==> config.mk <==
export PLATFORM = sky130hd
export DESIGN_NAME = mem_port_arbiter
export DESIGN_NICKNAME = d
export VERILOG_FILES = /design/src/rtl/mem_port_arbiter.sv
export SDC_FILE = /design/constraint.sdc
export NUM_CORES = 1
export LEC_CHECK = 0
export ABC_CLOCK_PERIOD_IN_PS = 2500
export BUFFER_PORTS_ARGS = -buffer_cell sky130_fd_sc_hd__buf_2
export CORE_AREA = 2 2 76 42
export CTS_BUF_LIST = sky130_fd_sc_hd__clkbuf_4
export DETAILED_ROUTE_END_ITERATION = 10
export DIE_AREA = 0 0 78 44
export PLACE_DENSITY_LB_ADDON = 0.08
export SLEW_MARGIN = 25
export SYNTH_ARGS = -nofsm -noshare
export SYNTH_HDL_FRONTEND = slang
export SYNTH_SLANG_ARGS = --single-unit
export TNS_END_PERCENT = 1
==> constraint.sdc <==
create_clock -name clk -period 2.5 [get_ports clk]
set_clock_uncertainty 0.15 [all_clocks]
set_input_delay 0.125 -clock clk [delete_from_list [all_inputs] [get_ports clk]]
set_output_delay 0.125 -clock clk [all_outputs]
set_load 0.05 [all_outputs]
==> src/rtl/mem_port_arbiter.sv <==
// Two-requester round-robin front end for a single-port byte-readable word memory.
// One access in flight: address/strobe phase, read-latency wait, read-data capture, ack.
module mem_port_arbiter #(
    parameter int RD_LAT = 1
) (
    input  logic       clk,
    input  logic       rst_n,
    input  logic       req0,
    input  logic       we0,
    input  logic [5:0] addr0,
    input  logic [1:0] bsel0,
    input  logic       req1,
    input  logic       we1,
    input  logic [5:0] addr1,
    input  logic [1:0] bsel1,
    output logic       ack0,
    output logic       ack1,
    output logic [7:0] rdata,
    output logic       busy,
    output logic [5:0] mem_arr,
    output logic [1:0] mem_sw,
    output logic       mem_write,
    input  logic [7:0] mem_led
);

    typedef enum logic [1:0] {IDLE, ACCESS, WAIT, DONE} state_e;

    state_e      state_q, state_d;
    logic        gnt_q, gnt_d;
    logic        last_gnt_q, last_gnt_d;
    logic        we_q, we_d;
    logic [5:0]  addr_q, addr_d;
    logic [1:0]  bsel_q, bsel_d;
    logic [2:0]  cnt_q, cnt_d;
    logic [7:0]  rdata_q, rdata_d;
    logic        pick;

    always_ff @(posedge clk or negedge rst_n) begin
        if (!rst_n) begin
            state_q    <= IDLE;
            gnt_q      <= 1'b0;
            last_gnt_q <= 1'b1;
            we_q       <= 1'b0;
            addr_q     <= '0;
            bsel_q     <= '0;
            cnt_q      <= '0;
            rdata_q    <= '0;
        end else begin
            state_q    <= state_d;
            gnt_q      <= gnt_d;
            last_gnt_q <= last_gnt_d;
            we_q       <= we_d;
            addr_q     <= addr_d;
            bsel_q     <= bsel_d;
            cnt_q      <= cnt_d;
            rdata_q    <= rdata_d;
        end
    end

    always_comb begin
        state_d    = state_q;
        gnt_d      = gnt_q;
        last_gnt_d = last_gnt_q;
        we_d       = we_q;
        addr_d     = addr_q;
        bsel_d     = bsel_q;
        cnt_d      = cnt_q;
        rdata_d    = rdata_q;
        // On a tie the requester that did not win last time gets the port.
        pick       = (req0 && req1) ? ~last_gnt_q : req1;
        case (state_q)
            IDLE: begin
                if (req0 || req1) begin
                    gnt_d      = pick;
                    last_gnt_d = pick;
                    we_d       = pick ? we1   : we0;
                    addr_d     = pick ? addr1 : addr0;
                    bsel_d     = pick ? bsel1 : bsel0;
                    state_d    = ACCESS;
                end
            end
            ACCESS: begin
                if (we_q) begin
                    state_d = DONE;
                end else begin
                    cnt_d   = 3'(RD_LAT);
                    state_d = WAIT;
                end
            end
            WAIT: begin
                cnt_d = cnt_q - 3'd1;
                if (cnt_q == 3'd1) begin
                    rdata_d = mem_led;
                    state_d = DONE;
                end
            end
            DONE: state_d = IDLE;
            default: state_d = IDLE;
        endcase
    end

    // Strobe is decoded from state so an async reset removes it in the same cycle.
    assign mem_write = (state_q == ACCESS) && we_q;
    assign ack0      = (state_q == DONE) && !gnt_q;
    assign ack1      = (state_q == DONE) && gnt_q;
    assign busy      = (state_q != IDLE);
    assign mem_arr   = addr_q;
    assign mem_sw    = bsel_q;
    assign rdata     = rdata_q;

endmodule

==> Word level (Yosys, flattened, before mapping) <==
Cells that the tools add are included.
{ "op_classes": {"add_sub_neg": 1, "n_mul": 0, "div": 0, "magnitude_cmp": 0, "n_eq_ne": 7, "shift": 0, "mux": 10, "n_bitwise": 1, "n_reduce_logical": 13} }
{ "op_table": {"columns": ["cell", "count"], "rows": [
  ["$pmux W2 S4", 1],
  ["$reduce_and A2 Y1", 4],
  ["$mux W2", 3],
  ["$mux W6", 1],
  ["$ne A2 B2 Y1 const B", 3],
  ["$pmux W3 S2", 1],
  ["$eq A2 B2 Y1 const B", 2],
  ["$logic_and A1 B1 Y1", 4],
  ["$reduce_bool A2 Y1", 2],
  ["$eq A3 B1 Y1 const B", 1],
  ["$mux W1", 3],
  ["$mux W3", 1],
  ["$sub A3 B1 Y3 const B", 1],
  ["$eq A2 B1 Y1 const B", 1],
  ["$logic_not A2 Y1", 1],
  ["$logic_not A1 Y1", 1],
  ["$logic_or A1 B1 Y1", 1],
  ["$not A1 Y1", 1]
]} }
{ "word_totals": {"ff_bits": 24, "latchBits": 0, "ramBits": 0, "mem_bits_ro": 0, "input_bits": 30, "out_inout_bits": 20, "elab_cells": 40, "memories": 0} }

==> Depth between registers and ports, before layout <==
{ "logic_depth": {"depth_word": 3, "ltp_mapped": 6, "depth_no_buf": 5} }

==> Worst setup path after synthesis <==
No wires, ideal clock.
{ "synth_path": {"path_type": "flip-flop to flip-flop", "start": "reg state_q[1]", "end": "reg cnt_q[0]", "setup_time_ns": 0.128, "t_arrival_ns": 1.445, "t_required_ns": 2.222, "slack_ns": 0.777, "path_stages_with_launch": 6, "path_buffers": 0, "period_less_slack_ns": 1.723, "path_cell_list": "dfrtp_1 inv_1 ha_1 and2_1 o21bai_1 o21ai_0"} }
{ "synth_between": {"elab_chain_len": 3, "elab_cells_between_ends": 6, "classes_between": "3 x eq/ne; 1 x mux; 2 x reduce/logical"} }
{ "synth_lines": {"columns": ["element", "line", "source"], "rows": [
  ["start, declared", "28", "state_e state_q, state_d;"],
  ["start signal, assigned", "49", "state_q <= state_d;"],
  ["$eq A2 B1 Y1 or $eq A2 B2 Y1 (tied branches)", "71", "case (state_q)"],
  ["$ne A2 B2 Y1 (no source line) or $reduce_bool A2 Y1 (tied branches)", null, null],
  ["$reduce_and A2 Y1 (no source line)", null, null],
  ["end signal, assigned", "55", "cnt_q <= cnt_d;"],
  ["end, declared", "34", "logic [2:0] cnt_q, cnt_d;"]
]} }
Several ways; a longest one is shown, not always the timed one.
A chain may end at the register's enable or synchronous reset.

==> Worst setup path in the final report <==
{ "layout_path": {"start": "reg last_gnt_q", "end": "reg addr_q[3] (netlist: mem_arr[3])"} }
{ "layout_between": {"elab_chain_len": 3} }
{ "layout_lines": {"columns": ["element", "line", "source"], "rows": [
  ["start, declared", "30", "logic last_gnt_q, last_gnt_d;"],
  ["start signal, assigned", "51", "last_gnt_q <= last_gnt_d;"],
  ["$not A1 Y1", "70", "pick = (req0 && req1) ? ~last_gnt_q : req1;"],
  ["$mux W1", "70", null],
  ["$mux W6", "77", "addr_d = pick ? addr1 : addr0;"],
  ["end signal, assigned", "53", "addr_q <= addr_d;"],
  ["end, declared", "32", "logic [5:0] addr_q, addr_d;"]
]} }
No other way between the ends.

==> metrics.cfg <==
[floorplan]
die_area_sq_um = 3430
row_count = 14
dieWidth_um = 78
dieHeight_um = 44
coreArea_sq_um = 2800
design.portCount = 50
start_util = 0.417

[placement]
place_ws_ns = 0.791
gp_congestion = 0.836
dp.final_hpwl_um = 1930
port_buffers = 49
dp_cells = 186

[clock_network]
cts_root_buf = clkbuf_4
cts_tree = built
postCtsSetupBuffers = 0
cts_buffer_depth = 2
cts.clk_slew.worst_paths_ns = 0.13
numCtsBuffers = 3
cts_sinks = 24
htree_num_levels = 1
cts_resized = 0
clock_latency_ns = 0.31

[critical_path]
worstSetupStartpointType = flop
endpoint_kind = flop
worstPathMaxFanout = 10
cp.required_ns = 2.54
worstSetupPathType = reg -> reg
worst_path_max_delay_cell = dlygate4sd3_1
worst_ep_arrival_time_ns = 2.23
worstPathCellList = a21bo_1 > mux2i_1 > dlygate4sd3_1 > o21ai_1
slowest_delay_ns = 0.58
critPathTopFamily = buffers and inverters
critPathBufInv = 1

[layout]
drive_gt1_frac = 0.374
antenna_cells = 0
fillers = 244
nNetsFinal = 217
area_growth_pct = 51.0
final_cells = 219

[global_routing]
grt_overflow_total = 0
grt_pass1_vias = 1009
antenna_found_initial = 0
track_usage = 0.185
grt_pass1_wl_um = 4740
grt_max_degree = 25

[detailed_routing]
drtIter0Drc = 25
avgViaCountPerCell = 4.49
ant_nets = 0
routed_wl_um = 2820
vias = 984
first_pass_iters = 4
routedWlPerCell_um = 12.9
drc = 0

[logic_synthesis]
synth_flop_cell = dfrtp_1
netlist_area_sq_um = 1170
ys_types = 28
syn-num-nets = 136
yosys_register_bits = 24
netlist_instances = 99
yosysSeqAreaShare = 0.514
synth_warnings = 0
synth-edff-count = 0
async_flop_share = 1.00
avgSynthCellArea_sq_um = 11.8

[timing]
fmax_mhz = 456
fin_ws_ns = 0.309
hold_viol_final = 0
fin_setup_tns_ns = 0
finalSetupViolCount = 0
post-route-period-util = 0.876
period_minus_slack_ns = 2.19
slew_violations = 0
rsz0062_at_grt = false
relSlewSlack = 0.535
worst_pin_slew_ns = 0.698

[run_status]
outcome = finished, final reports clean

[pwr]
power_leakage_nw = 0.904
powerDensity_nw_per_um2 = 1300
irDropWorstVdd_mv = 0.578

[run]
cap_violations = 0

[min_path]
hold_class = in -> async

## registers in the layout, indices dropped and copies added, names as in the netlist
name	count
cnt_q	3
gnt_q	1
last_gnt_q	1
mem_arr	6
mem_sw	2
rdata	8
state_q	2
we_q	1
## cells by family (layout without fill, tap and decap cells)
kind of cell	count (synthesis)	after routing	share of synthesized area
flip-flops	24	24	0.514
AO/OA/AOI/OAI	23	23	0.128
multiplexers	19	19	0.173
AND/OR/NAND/NOR	19	19	0.0770
adder cells (fa/ha/maj)	7	7	0.0749
buffers and inverters	7	87	0.0321
## cells in the mapped netlist, drive strengths merged (2+ instances only)
library cell	n	area, sq um
o21ai	12	63.8
nor2	2	7.51
nand2	11	41.3
and2	2	12.5
a21oi	2	10.0
ha	7	87.6
mux2	10	113
mux2i	9	90.1
dfrtp	23	576
buf	2	18.8
a21bo	2	20.0
inv	5	18.8
## layer usage
layer / routed length (um) / vias to the layer above / track usage
li1: - / 512 / -
met1: 1340 / 442 / 0.234
met2: 1320 / 28 / 0.314
met3: 158 / 2 / 0.0563
met4: 11 / 0 / 0.0526
met5: 0 / - / 0
## report_power, final
| part | switching (W) | total (W) | internal, W | leakage [nW] |
|---|---|---|---|---|
| sequential | 0.000113 | 0.000700 | 0.000587 | 0.288 |
| clock | 0.000114 | 0.000187 | 0.0000732 | 0.0184 |
| combinational | 0.000945 | 0.00142 | 0.000471 | 0.597 |
## stage by stage
step                      power, W  hold slack [ns]  instance area [sq um]  utilization
final                      0.00230            0.163                   1770        0.630
after global routing       0.00247            0.198                   1770        0.630
after CTS                  0.00231            0.172                   1770        0.630
after detailed placement   0.00206          -0.0117                   1450        0.516
after global placement     0.00201         -0.00977                   1450        0.516
after floorplan            0.00175           -0.321                   1170            -
## cells in the final DEF (no fill, tap or decap), types with 4 or more instances in the layout
master         count
inv_1              5
dfrtp_1           23
nand2_1           11
ha_1               7
clkbuf_4           4
o21ai_1            9
mux2i_1            9
buf_2             49
dlygate4sd3_1     29
mux2_2            10
## cell type report
cell class / instances / area [sq um] / area share
Sequential cell: 24 / 602 / 0.341
Timing Repair Buffer: 78 / 536 / 0.303
Multi-Input combinational cell: 68 / 531 / 0.300
Tap cell: 40 / 50.0 / 0.0283
Clock buffer: 4 / 30.0 / 0.0170
Inverter: 5 / 18.8 / 0.0106
## what timing repair did
| item | 4_1_cts | 5_1_grt |
|---|---|---|
| endpoints found under the hold margin | 42 | 0 |
| hold buffers | 29 | 0 |
| setup endpoints to repair | 0 | 0 |
## worst paths after layout
path,start,cells after the start,to,slack (ns)
min in group clk,req1,4,mem_arr[3],0.19
worst min-delay path,rst_n,2,cnt_q[0],0.16
worst max-delay path,last_gnt_q,4,mem_arr[3],0.31
worst min register to register,mem_arr[3],2,mem_arr[3],0.35
worst max register to register,last_gnt_q,4,mem_arr[3],0.31
max in group asynchronous,rst_n,2,last_gnt_q,1.67
(Power assumes the default switching activity.)
